===== src/rtl/instr_fetch_unit_pkg.sv =====
// Shared types and default constants for the instruction fetch stage.
package instr_fetch_unit_pkg;

  localparam int          IFU_ADDR_W      = 8;
  localparam int          IFU_DATA_W      = 8;
  localparam logic [7:0]  IFU_RESET_PC    = 8'h00;
  localparam logic [7:0]  IFU_HALT_OPCODE = 8'hFF;

  typedef enum logic [1:0] {
    ST_IDLE  = 2'd0,
    ST_LOAD  = 2'd1,
    ST_FETCH = 2'd2,
    ST_HALT  = 2'd3
  } fetch_state_e;

endpackage


===== src/rtl/instr_fetch_unit_if.sv =====
// Instruction memory port: the fetch unit drives it, the memory answers.
interface instr_fetch_unit_if #(
  parameter int ADDR_W = 8,
  parameter int DATA_W = 8
);

  logic              imem_read;
  logic              imem_write;
  logic [ADDR_W-1:0] imem_addr;
  logic [DATA_W-1:0] imem_wdata;
  logic [DATA_W-1:0] imem_rdata;

  modport master (
    output imem_read,
    output imem_write,
    output imem_addr,
    output imem_wdata,
    input  imem_rdata
  );

  modport slave (
    input  imem_read,
    input  imem_write,
    input  imem_addr,
    input  imem_wdata,
    output imem_rdata
  );

endinterface


===== src/rtl/instr_fetch_unit_pc_reg.sv =====
// Program counter: load (branch / restart) beats increment; neither means hold.
module instr_fetch_unit_pc_reg #(
  parameter int ADDR_W = 8
) (
  input  logic              clk,
  input  logic              reset,
  input  logic [ADDR_W-1:0] reset_pc_i,
  input  logic              load_i,
  input  logic [ADDR_W-1:0] load_val_i,
  input  logic              inc_i,
  output logic [ADDR_W-1:0] pc_o
);

  logic [ADDR_W-1:0] pc_q;
  logic [ADDR_W-1:0] pc_d;

  always_comb begin
    pc_d = pc_q;
    if (load_i) begin
      pc_d = load_val_i;
    end else if (inc_i) begin
      pc_d = pc_q + {{(ADDR_W-1){1'b0}}, 1'b1};
    end
  end

  always_ff @(posedge clk) begin
    if (reset) begin
      pc_q <= reset_pc_i;
    end else begin
      pc_q <= pc_d;
    end
  end

  assign pc_o = pc_q;

endmodule


===== src/rtl/instr_fetch_unit.sv =====
// Fetch stage: boot loader into instruction memory, then PC-driven fetch
// with a one-cycle registered instruction output and halt detection.
module instr_fetch_unit
  import instr_fetch_unit_pkg::*;
#(
  parameter int                ADDR_W      = IFU_ADDR_W,
  parameter int                DATA_W      = IFU_DATA_W,
  parameter logic [ADDR_W-1:0] RESET_PC    = ADDR_W'(IFU_RESET_PC),
  parameter logic [DATA_W-1:0] HALT_OPCODE = DATA_W'(IFU_HALT_OPCODE)
) (
  input  logic                      clk,
  input  logic                      reset,
  input  logic                      load_en_i,
  input  logic                      load_valid_i,
  input  logic [DATA_W-1:0]         load_data_i,
  output logic                      load_ready_o,
  input  logic                      start_i,
  input  logic                      stall_i,
  input  logic                      branch_taken_i,
  input  logic [ADDR_W-1:0]         branch_target_i,
  instr_fetch_unit_if.master        imem,
  output logic [DATA_W-1:0]         instr_o,
  output logic [ADDR_W-1:0]         instr_pc_o,
  output logic                      instr_valid_o,
  output logic                      halted_o
);

  fetch_state_e      state_q, state_d;
  logic [ADDR_W-1:0] load_ptr_q, load_ptr_d;
  logic [DATA_W-1:0] instr_q, instr_d;
  logic [ADDR_W-1:0] instr_pc_q, instr_pc_d;
  logic              instr_valid_q, instr_valid_d;

  logic [ADDR_W-1:0] pc;
  logic              pc_load;
  logic [ADDR_W-1:0] pc_load_val;
  logic              pc_inc;

  logic              mem_read;
  logic              mem_write;
  logic [ADDR_W-1:0] mem_addr;
  logic              load_ready;

  instr_fetch_unit_pc_reg #(.ADDR_W(ADDR_W)) u_pc_reg (
    .clk        (clk),
    .reset      (reset),
    .reset_pc_i (RESET_PC),
    .load_i     (pc_load),
    .load_val_i (pc_load_val),
    .inc_i      (pc_inc),
    .pc_o       (pc)
  );

  always_comb begin
    state_d       = state_q;
    load_ptr_d    = load_ptr_q;
    instr_d       = instr_q;
    instr_pc_d    = instr_pc_q;
    instr_valid_d = instr_valid_q;
    pc_load       = 1'b0;
    pc_load_val   = RESET_PC;
    pc_inc        = 1'b0;
    mem_read      = 1'b0;
    mem_write     = 1'b0;
    mem_addr      = pc;
    load_ready    = 1'b0;

    unique case (state_q)
      ST_IDLE: begin
        if (load_en_i) begin
          state_d    = ST_LOAD;
          load_ptr_d = '0;
        end else if (start_i) begin
          state_d = ST_FETCH;
          pc_load = 1'b1;
        end
      end

      ST_LOAD: begin
        mem_addr      = load_ptr_q;
        instr_valid_d = 1'b0;
        // A byte offered on the cycle load_en drops is deliberately not stored.
        if (load_en_i) begin
          load_ready = 1'b1;
          mem_write  = load_valid_i;
          if (load_valid_i) begin
            load_ptr_d = load_ptr_q + {{(ADDR_W-1){1'b0}}, 1'b1};
          end
        end else begin
          state_d = ST_IDLE;
          pc_load = 1'b1;
        end
      end

      ST_FETCH: begin
        mem_read = 1'b1;
        if (branch_taken_i) begin
          pc_load       = 1'b1;
          pc_load_val   = branch_target_i;
          instr_valid_d = 1'b0;
        end else if (!stall_i) begin
          instr_d       = imem.imem_rdata;
          instr_pc_d    = pc;
          instr_valid_d = 1'b1;
          // The halt byte is still handed to decode; the PC parks on it.
          if (imem.imem_rdata == HALT_OPCODE) begin
            state_d = ST_HALT;
          end else begin
            pc_inc = 1'b1;
          end
        end
      end

      ST_HALT: begin
        instr_valid_d = 1'b0;
        if (load_en_i) begin
          state_d    = ST_LOAD;
          load_ptr_d = '0;
        end
      end
    endcase
  end

  always_ff @(posedge clk) begin
    if (reset) begin
      state_q       <= ST_IDLE;
      load_ptr_q    <= '0;
      instr_q       <= '0;
      instr_pc_q    <= '0;
      instr_valid_q <= 1'b0;
    end else begin
      state_q       <= state_d;
      load_ptr_q    <= load_ptr_d;
      instr_q       <= instr_d;
      instr_pc_q    <= instr_pc_d;
      instr_valid_q <= instr_valid_d;
    end
  end

  assign imem.imem_read  = mem_read;
  assign imem.imem_write = mem_write;
  assign imem.imem_addr  = mem_addr;
  assign imem.imem_wdata = load_data_i;

  assign load_ready_o  = load_ready;
  assign instr_o       = instr_q;
  assign instr_pc_o    = instr_pc_q;
  assign instr_valid_o = instr_valid_q;
  assign halted_o      = (state_q == ST_HALT);

endmodule


===== src/flat_wrapper.sv =====
// flat-port wrapper written by rule: the top's interface ports become plain ports
module instr_fetch_unit_flat import instr_fetch_unit_pkg::*;
#(
  parameter int                ADDR_W      = IFU_ADDR_W,
  parameter int                DATA_W      = IFU_DATA_W,
  parameter logic [ADDR_W-1:0] RESET_PC    = ADDR_W'(IFU_RESET_PC),
  parameter logic [DATA_W-1:0] HALT_OPCODE = DATA_W'(IFU_HALT_OPCODE)
)
  (clk, reset, load_en_i, load_valid_i, load_data_i, load_ready_o, start_i, stall_i, branch_taken_i, branch_target_i, instr_o, instr_pc_o, instr_valid_o, halted_o, imem_imem_read, imem_imem_write, imem_imem_addr, imem_imem_wdata, imem_imem_rdata);
  instr_fetch_unit_if #(.ADDR_W(ADDR_W), .DATA_W(DATA_W)) imem_i ();
  input  logic clk;
  input  logic reset;
  input  logic load_en_i;
  input  logic load_valid_i;
  input  logic [DATA_W-1:0] load_data_i;
  output logic load_ready_o;
  input  logic start_i;
  input  logic stall_i;
  input  logic branch_taken_i;
  input  logic [ADDR_W-1:0] branch_target_i;
  output logic [DATA_W-1:0] instr_o;
  output logic [ADDR_W-1:0] instr_pc_o;
  output logic instr_valid_o;
  output logic halted_o;
  output wire logic [$bits(imem_i.imem_read)-1:0] imem_imem_read;
  output wire logic [$bits(imem_i.imem_write)-1:0] imem_imem_write;
  output wire logic [$bits(imem_i.imem_addr)-1:0] imem_imem_addr;
  output wire logic [$bits(imem_i.imem_wdata)-1:0] imem_imem_wdata;
  input wire logic [$bits(imem_i.imem_rdata)-1:0] imem_imem_rdata;
  assign imem_imem_read = imem_i.imem_read;
  assign imem_imem_write = imem_i.imem_write;
  assign imem_imem_addr = imem_i.imem_addr;
  assign imem_imem_wdata = imem_i.imem_wdata;
  assign imem_i.imem_rdata = imem_imem_rdata;
  instr_fetch_unit #(.ADDR_W(ADDR_W), .DATA_W(DATA_W), .RESET_PC(RESET_PC), .HALT_OPCODE(HALT_OPCODE)) u_core (.clk(clk), .reset(reset), .load_en_i(load_en_i), .load_valid_i(load_valid_i), .load_data_i(load_data_i), .load_ready_o(load_ready_o), .start_i(start_i), .stall_i(stall_i), .branch_taken_i(branch_taken_i), .branch_target_i(branch_target_i), .imem(imem_i), .instr_o(instr_o), .instr_pc_o(instr_pc_o), .instr_valid_o(instr_valid_o), .halted_o(halted_o));
endmodule

===== config.mk =====
export PLATFORM = sky130hd
export DESIGN_NAME = instr_fetch_unit_flat
export DESIGN_NICKNAME = d
export VERILOG_FILES = /design/src/rtl/instr_fetch_unit_pkg.sv /design/src/rtl/instr_fetch_unit_if.sv /design/src/rtl/instr_fetch_unit_pc_reg.sv /design/src/rtl/instr_fetch_unit.sv /design/src/flat_wrapper.sv
export SDC_FILE = /design/constraint.sdc
export NUM_CORES = 1
export LEC_CHECK = 0
export ABC_AREA = 1
export CORE_ASPECT_RATIO = 0.9
export CORE_UTILIZATION = 49
export CTS_CLUSTER_DIAMETER = 30
export DETAILED_ROUTE_END_ITERATION = 8
export PLACE_DENSITY = 0.85
export SLEW_MARGIN = 10
export SYNTH_ARGS = -nofsm -noshare
export SYNTH_HDL_FRONTEND = slang
export SYNTH_SLANG_ARGS = --single-unit

===== constraint.sdc =====
create_clock -name clk -period 3.9 [get_ports clk]
set_clock_uncertainty 0.1 [all_clocks]
set_input_delay 0.39 -clock clk [delete_from_list [all_inputs] [get_ports clk]]
set_output_delay 0.39 -clock clk [all_outputs]
set_load 0.02 [all_outputs]

==> results.yml, run 1 <==
clock_network:
  post_cts_buffers: 0
  h-tree-depth: 2
  cts_sinks: 35
  numCtsBuffers: 5
  cts-root-buf: "clkbuf_8"
  cts.path.max_buffers: 2
  holdBufCountCts: 0
  cts_tree: "yes"
  clock_latency_ns: 0.28
  path_clk_slew_ns: 0.07
  cts_resized: 0
grt:
  grt_use_total: 0.228
  grt_pass1_vias: 1870
  grt_max_degree: 30
  grt_pass1_wl_mm: 8.00
  antenna_found_initial: 0
  gr-total-overflow: 0
logic_synthesis:
  yosysTopAreaCell: "dfxtp_1"
  syn_nets: 347
  netlist.area_leader.share: 0.353
  yosys-top-cells-area: "dfxtp_1 35%, nand2_1 14%, nor2_1 10%, o21ai_0 8.1%, nand3_1 6.0%"
  ys_types: 23
  syn_area_um2: 1990
  ys_seq_elements: 35
  yosysWarnings: 0
  ys_seq_area_frac: 0.353
  syn_inst: 310
  syn_area_per_cell_um2: 6.41
pwr:
  power.density_nw_per_um2: 625
  ir_worst_vdd_uv: 378
  clockPowerShare: 0.181
  intPower_w: 0.000889
  pwr-share-seq: 0.300
  leakage_nw: 1.12
  power_switching_w: 0.000699
  comb_power_share: 0.519
  swShare: 0.440
sta:
  setup_viol: 0
  finalHoldViolations: 0
  rsz0062_at_grt: "no"
  worst_pin_slew_ns: 0.967
  drv_slew: 0
  fmaxAchievable_ghz: 0.365
  slew_headroom: 0.353
  finalCritPeriodShare: 0.703
  fin_crit_ns: 2.74
  setup_slack_ns: 1.16
  setup_tns_ns: 0
drt:
  dr_total_vias: 2026
  drt_iter0_drc: 175
  routed_via_density: 5.08
  drc_errors: 0
  top_layer_used: "met4"
  wire_per_inst_um: 12.0
  ant_nets: 0
  first_pass_iters: 4
  wl_mm: 4.79
  wl_met1_mm: 2.28
  wl_met3_um: 283
  wl_met2_mm: 2.17
die:
  core_um2: 3810
  dieHeight_um: 62.4
  start_util: 0.522
  die_area_um2: 4310
  rows: 21
  ioPinCount: 68
  chipWidth_um: 69.1
placement:
  hpwl_mm: 3.42
  gp_congestion: 0.872
  pre_cts_ws_ns: 1.23
  io_buffers: 51
finish:
  nNetsFinal: 389
  area_delta_synth_final_pct: 27.9
  diodes: 0
  drive_gt1_frac: 0.0510
  final_cell_mix: "76 x nand2_1, 55 x nor2_1, 51 x clkdlybuf4s50_1, 35 x dfxtp_1, 32 x o21ai_0"
  final_common_cell: "nand2_1"
  utilization: 0.667
worst_setup_path:
  end_kind: "output port"
  critPathLaunchType: "flip-flop"
  arrival_ns: 2.25
  path_max_fanout: 19
  required_ns: 3.41
  critical_path_class: "flip-flop to output port"
worst_hold_path:
  hp-class: "flip-flop to flip-flop"
status:
  outcome: "completed"
run:
  drv_cap: 0
## state kept, by name (all words and copies together) (netlist names)
signal,flops
u_core.instr_valid_o,1
u_core.u_pc_reg.pc_o,8
u_core.state_q,2
u_core.load_ptr_q,8
u_core.instr_pc_o,8
u_core.instr_o,8
## logic make-up after synthesis
kind of cell / synth area share
DFF: 0.353
buffers and inverters: 0.123
and+or+nand+nor: 0.361
adders and majority gates: 0.0378
AOI/OAI and AO/OA: 0.121
xor gates and xnor gates: 0.00441
## final cells by class
type,instances,area (µm²)
multi-input cells,224,1040
flip-flops and latches,35,701
fillers,348,1270
repair buffers,51,510
clock buffers,8,100
well taps,46,57.6
inverters,35,131
## synth_stat cells
cell type / number
o21ai_0: 32
clkinv_1: 1
nor2_1: 55
inv_2: 5
nand4_1: 5
or2_2: 1
a21oi_1: 14
nor3_1: 2
clkbuf_1: 3
nand2_2: 2
xor2_1: 1
nand3_1: 24
clkbuf_2: 1
ha_1: 6
nor3_4: 1
buf_6: 2
nand2_4: 2
o21ai_1: 2
nand2_1: 76
buf_4: 10
and3_1: 1
inv_1: 29
dfxtp_1: 35
## critical path: stages (launching register included)
cell and delay [ns]:
dfxtp_1 0.33, inv_1 0.10, ha_1 0.57, nand3_1 0.25, inv_1 0.11, clkdlybuf4s50_1 0.61
## layer usage
| metal | up-vias | GRT usage |
|---|---|---|
| li1 | 1058 | - |
| met1 | 906 | 0.293 |
| met2 | 55 | 0.365 |
| met3 | 7 | 0.0516 |
| met4 | 0 | 0.0995 |
| met5 | - | 0 |
## power by group through the flow
stage | combinational [W] | clock [W] | sequential, W
floorplan | 0.000561 | 0 | 0.000493
global placement | 0.000796 | 0 | 0.000479
detailed placement | 0.000812 | 0 | 0.000481
CTS | 0.000817 | 0.000291 | 0.000474
global route | 0.000911 | 0.000310 | 0.000484
finish | 0.000825 | 0.000287 | 0.000476
## path summary, 6_finish.rpt
path / cells after the start / endpoint / startpoint / slack, ns
max: 5 / imem_imem_write / u_core.state_q[1] / 1.16
min: 2 / u_core.instr_valid_o / u_core.instr_valid_o / 0.39
max reg2reg: 7 / u_core.instr_o[3] / u_core.state_q[0] / 1.36
min reg2reg: 2 / u_core.instr_valid_o / u_core.instr_valid_o / 0.39
## stage by stage
| step | power (W) | std cells | instance area [µm²] | hold slack [ns] |
|---|---|---|---|---|
| final | 0.00159 | 399 | 2540 | 0.392 |
| after global routing | 0.00171 | 399 | 2540 | 0.427 |
| after CTS | 0.00158 | 399 | 2540 | 0.383 |
| after detailed placement | 0.00129 | 391 | 2440 | 0.368 |
| after global placement | 0.00127 | 391 | 2440 | 0.364 |
| after floorplan | 0.00105 | 310 | 1990 | 0.359 |
Power figures use the tool's default switching activity.
==> inputs of run 2 (changes only) <==
CORE_UTILIZATION = 41   (was 49)
PLACE_DENSITY = 0.76   (was 0.85)
clock period = 2.5 ns   (was 3.9 ns; I/O delays follow)
==> run 2 against run 1 <==
Non-clock buffer count increased by 3. Sequential share of layout area down 0.32 points. Via count is 0.15% lower. Hold slack worse by 0.0080 ns. Clock-buffer cell count is 2 lower. Die area grew 19%. Core utilization is 10 points lower. Register-to-register slack worse by 0.83 ns. Global-route usage shrank 2.0 points. Worst setup slack got worse by 0.99 ns. First-iteration DRC count decreased by 46%. Largest cell class unchanged. Largest power group unchanged.
==> results.yml, run 2 (synthesis results as in run 1) <==
worst_hold_path:
  hp-class: "flip-flop to flip-flop"
  whs_path_depth: 2
  holdPathEnd: "u_core.instr_valid_o"
  min-delay-start: "u_core.instr_valid_o"
finish:
  final_common_cell: "nand2_1"
  final_cell_mix: "76 x nand2_1, 55 x nor2_1, 51 x clkdlybuf4s50_1, 35 x dfxtp_1, 32 x o21ai_0"
  area_delta_synth_final_pct: 29.4
  diodes: 0
  fillers: 504
  multiInputGateArea_um2: 1040
  seq_area_um2: 701
  drive_gt1_frac: 0.0618
  postLayoutCellArea_um2: 2570
  nNetsFinal: 392
drt:
  dr_total_vias: 2023
  wl_mm: 4.92
  drt_iter0_drc: 94
  ant_nets: 0
  first_pass_iters: 4
  routed_via_density: 4.84
  wire_per_inst_um: 11.8
  drc_errors: 0
clock_network:
  numCtsBuffers: 5
  cts_resized: 0
  clock_latency_ns: 0.28
  cts_sinks: 35
  post_cts_buffers: 0
  cts_tree: "yes"
  cts-root-buf: "clkbuf_8"
  path_clk_slew_ns: 0.07
  h-tree-depth: 2
  cts.path.max_buffers: 2
  holdBufCountCts: 0
grt:
  grt_max_degree: 30
  grt_use_total: 0.207
  antenna_found_initial: 0
  grt_pass1_vias: 1865
  grt_pass1_wl_mm: 8.09
  gr-total-overflow: 0
worst_setup_path:
  r2r_start: "u_core.state_q[0]"
  reg2reg_slack_ns: 0.53
  path_depth: 6
  path_max_fanout: 10
  required_ns: 2.15
  cp_num_buf_inv: 3
  crit_family: "buffers and inverters"
  arrival_ns: 1.98
  r2r-end: "u_core.instr_o[6]"
  critPathMaxStageDelay_ns: 0.64
  critPathLaunchType: "flip-flop"
  r2r.worst_path.cells: 8
  end_kind: "output port"
  critical_path_class: "flip-flop to output port"
  cp_slowest_cell: "clkdlybuf4s50_1"
  path_cells: "inv_1 -> ha_2 -> buf_4 -> nand2_1 -> o21ai_0 -> clkdlybuf4s50_1"
sta:
  fin_crit_ns: 2.33
  worst_pin_slew_ns: 0.482
  finalCritPeriodShare: 0.934
  rsz0062_at_grt: "no"
  fmaxAchievable_ghz: 0.428
  hold_slack_ns: 0.384
  setup_tns_ns: 0
  slew_headroom: 0.677
  finalHoldViolations: 0
  setup_viol: 0
  drv_slew: 0
pwr:
  leakage_nw: 1.12
  power.density_nw_per_um2: 949
  finalPower_w: 0.00244
  ir_worst_vdd_uv: 418
placement:
  gp_congestion: 0.824
  hpwl_mm: 3.65
  placed_area_um2: 2480
  io_buffers: 51
die:
  rows: 23
  dieHeight_um: 68.0
  core_um2: 4550
  die_area_um2: 5130
  ioPinCount: 68
  start_util: 0.437
  chipWidth_um: 75.4
status:
  outcome: "completed"
run:
  drv_cap: 0
-- run 2: cell count changes in the layout (fill, tap and decap cells not counted) --
| cell | delta |
|---|---|
| clkbuf_8 | -2 |
| ha_1 | -1 |
| clkinvlp_4 | +1 |
| ha_2 | +1 |
| clkinv_2 | +1 |
| buf_4 | +3 |
-- run 2: how the worst max path moves through the flow --
stage | from | end | slack (ns)
floorplan | u_core.state_q[1] | imem_imem_addr[5] | 0.74
global placement | u_core.state_q[1] | imem_imem_addr[1] | 0.50
detailed placement | u_core.state_q[1] | imem_imem_addr[5] | 0.38
CTS | u_core.state_q[1] | imem_imem_addr[5] | 0.07
global route | u_core.state_q[1] | imem_imem_addr[3] | 0.03
finish | u_core.state_q[1] | imem_imem_addr[3] | 0.17
-- run 2: through the flow --
step	cells	util	setup slack, ns
3_5_place_dp	410	0.546	0.384
6_report	418	0.565	0.166
5_1_grt	418	0.565	0.0290
3_3_place_gp	410	0.546	0.502
4_1_cts	418	0.565	0.0657
2_1_floorplan	310	-	0.739
-- run 2: metal layers --
layer  global-route usage  share of wire
met2                0.353           0.45
met4               0.0579          0.010
met1                0.261           0.47
met5                    0              0
met3               0.0501          0.065
-- run 2: power by group --
part | switching, W | internal (W) | total (W)
Sequential | 0.0000770 | 0.000663 | 0.000740
Clock | 0.000207 | 0.000195 | 0.000402
Combinational | 0.000810 | 0.000488 | 0.00130
-- run 2: worst register-to-register path, delay by kind of cell, from the launching register on --
kind	cells	cell delay [ns]
buffers and inverters	4	0.80
and+or+nand+nor	3	0.33
DFF	1	0.34
adders and majority gates	1	0.30
-- run 2: cell type report --
cell class | count | share of cell area
multi-input combinational | 224 | 0.406
sequential | 35 | 0.273
timing repair buffer | 54 | 0.207
inverter | 35 | 0.0511
tap | 62 | 0.0302
clock buffer | 6 | 0.0282
clock inverter | 2 | 0.00487
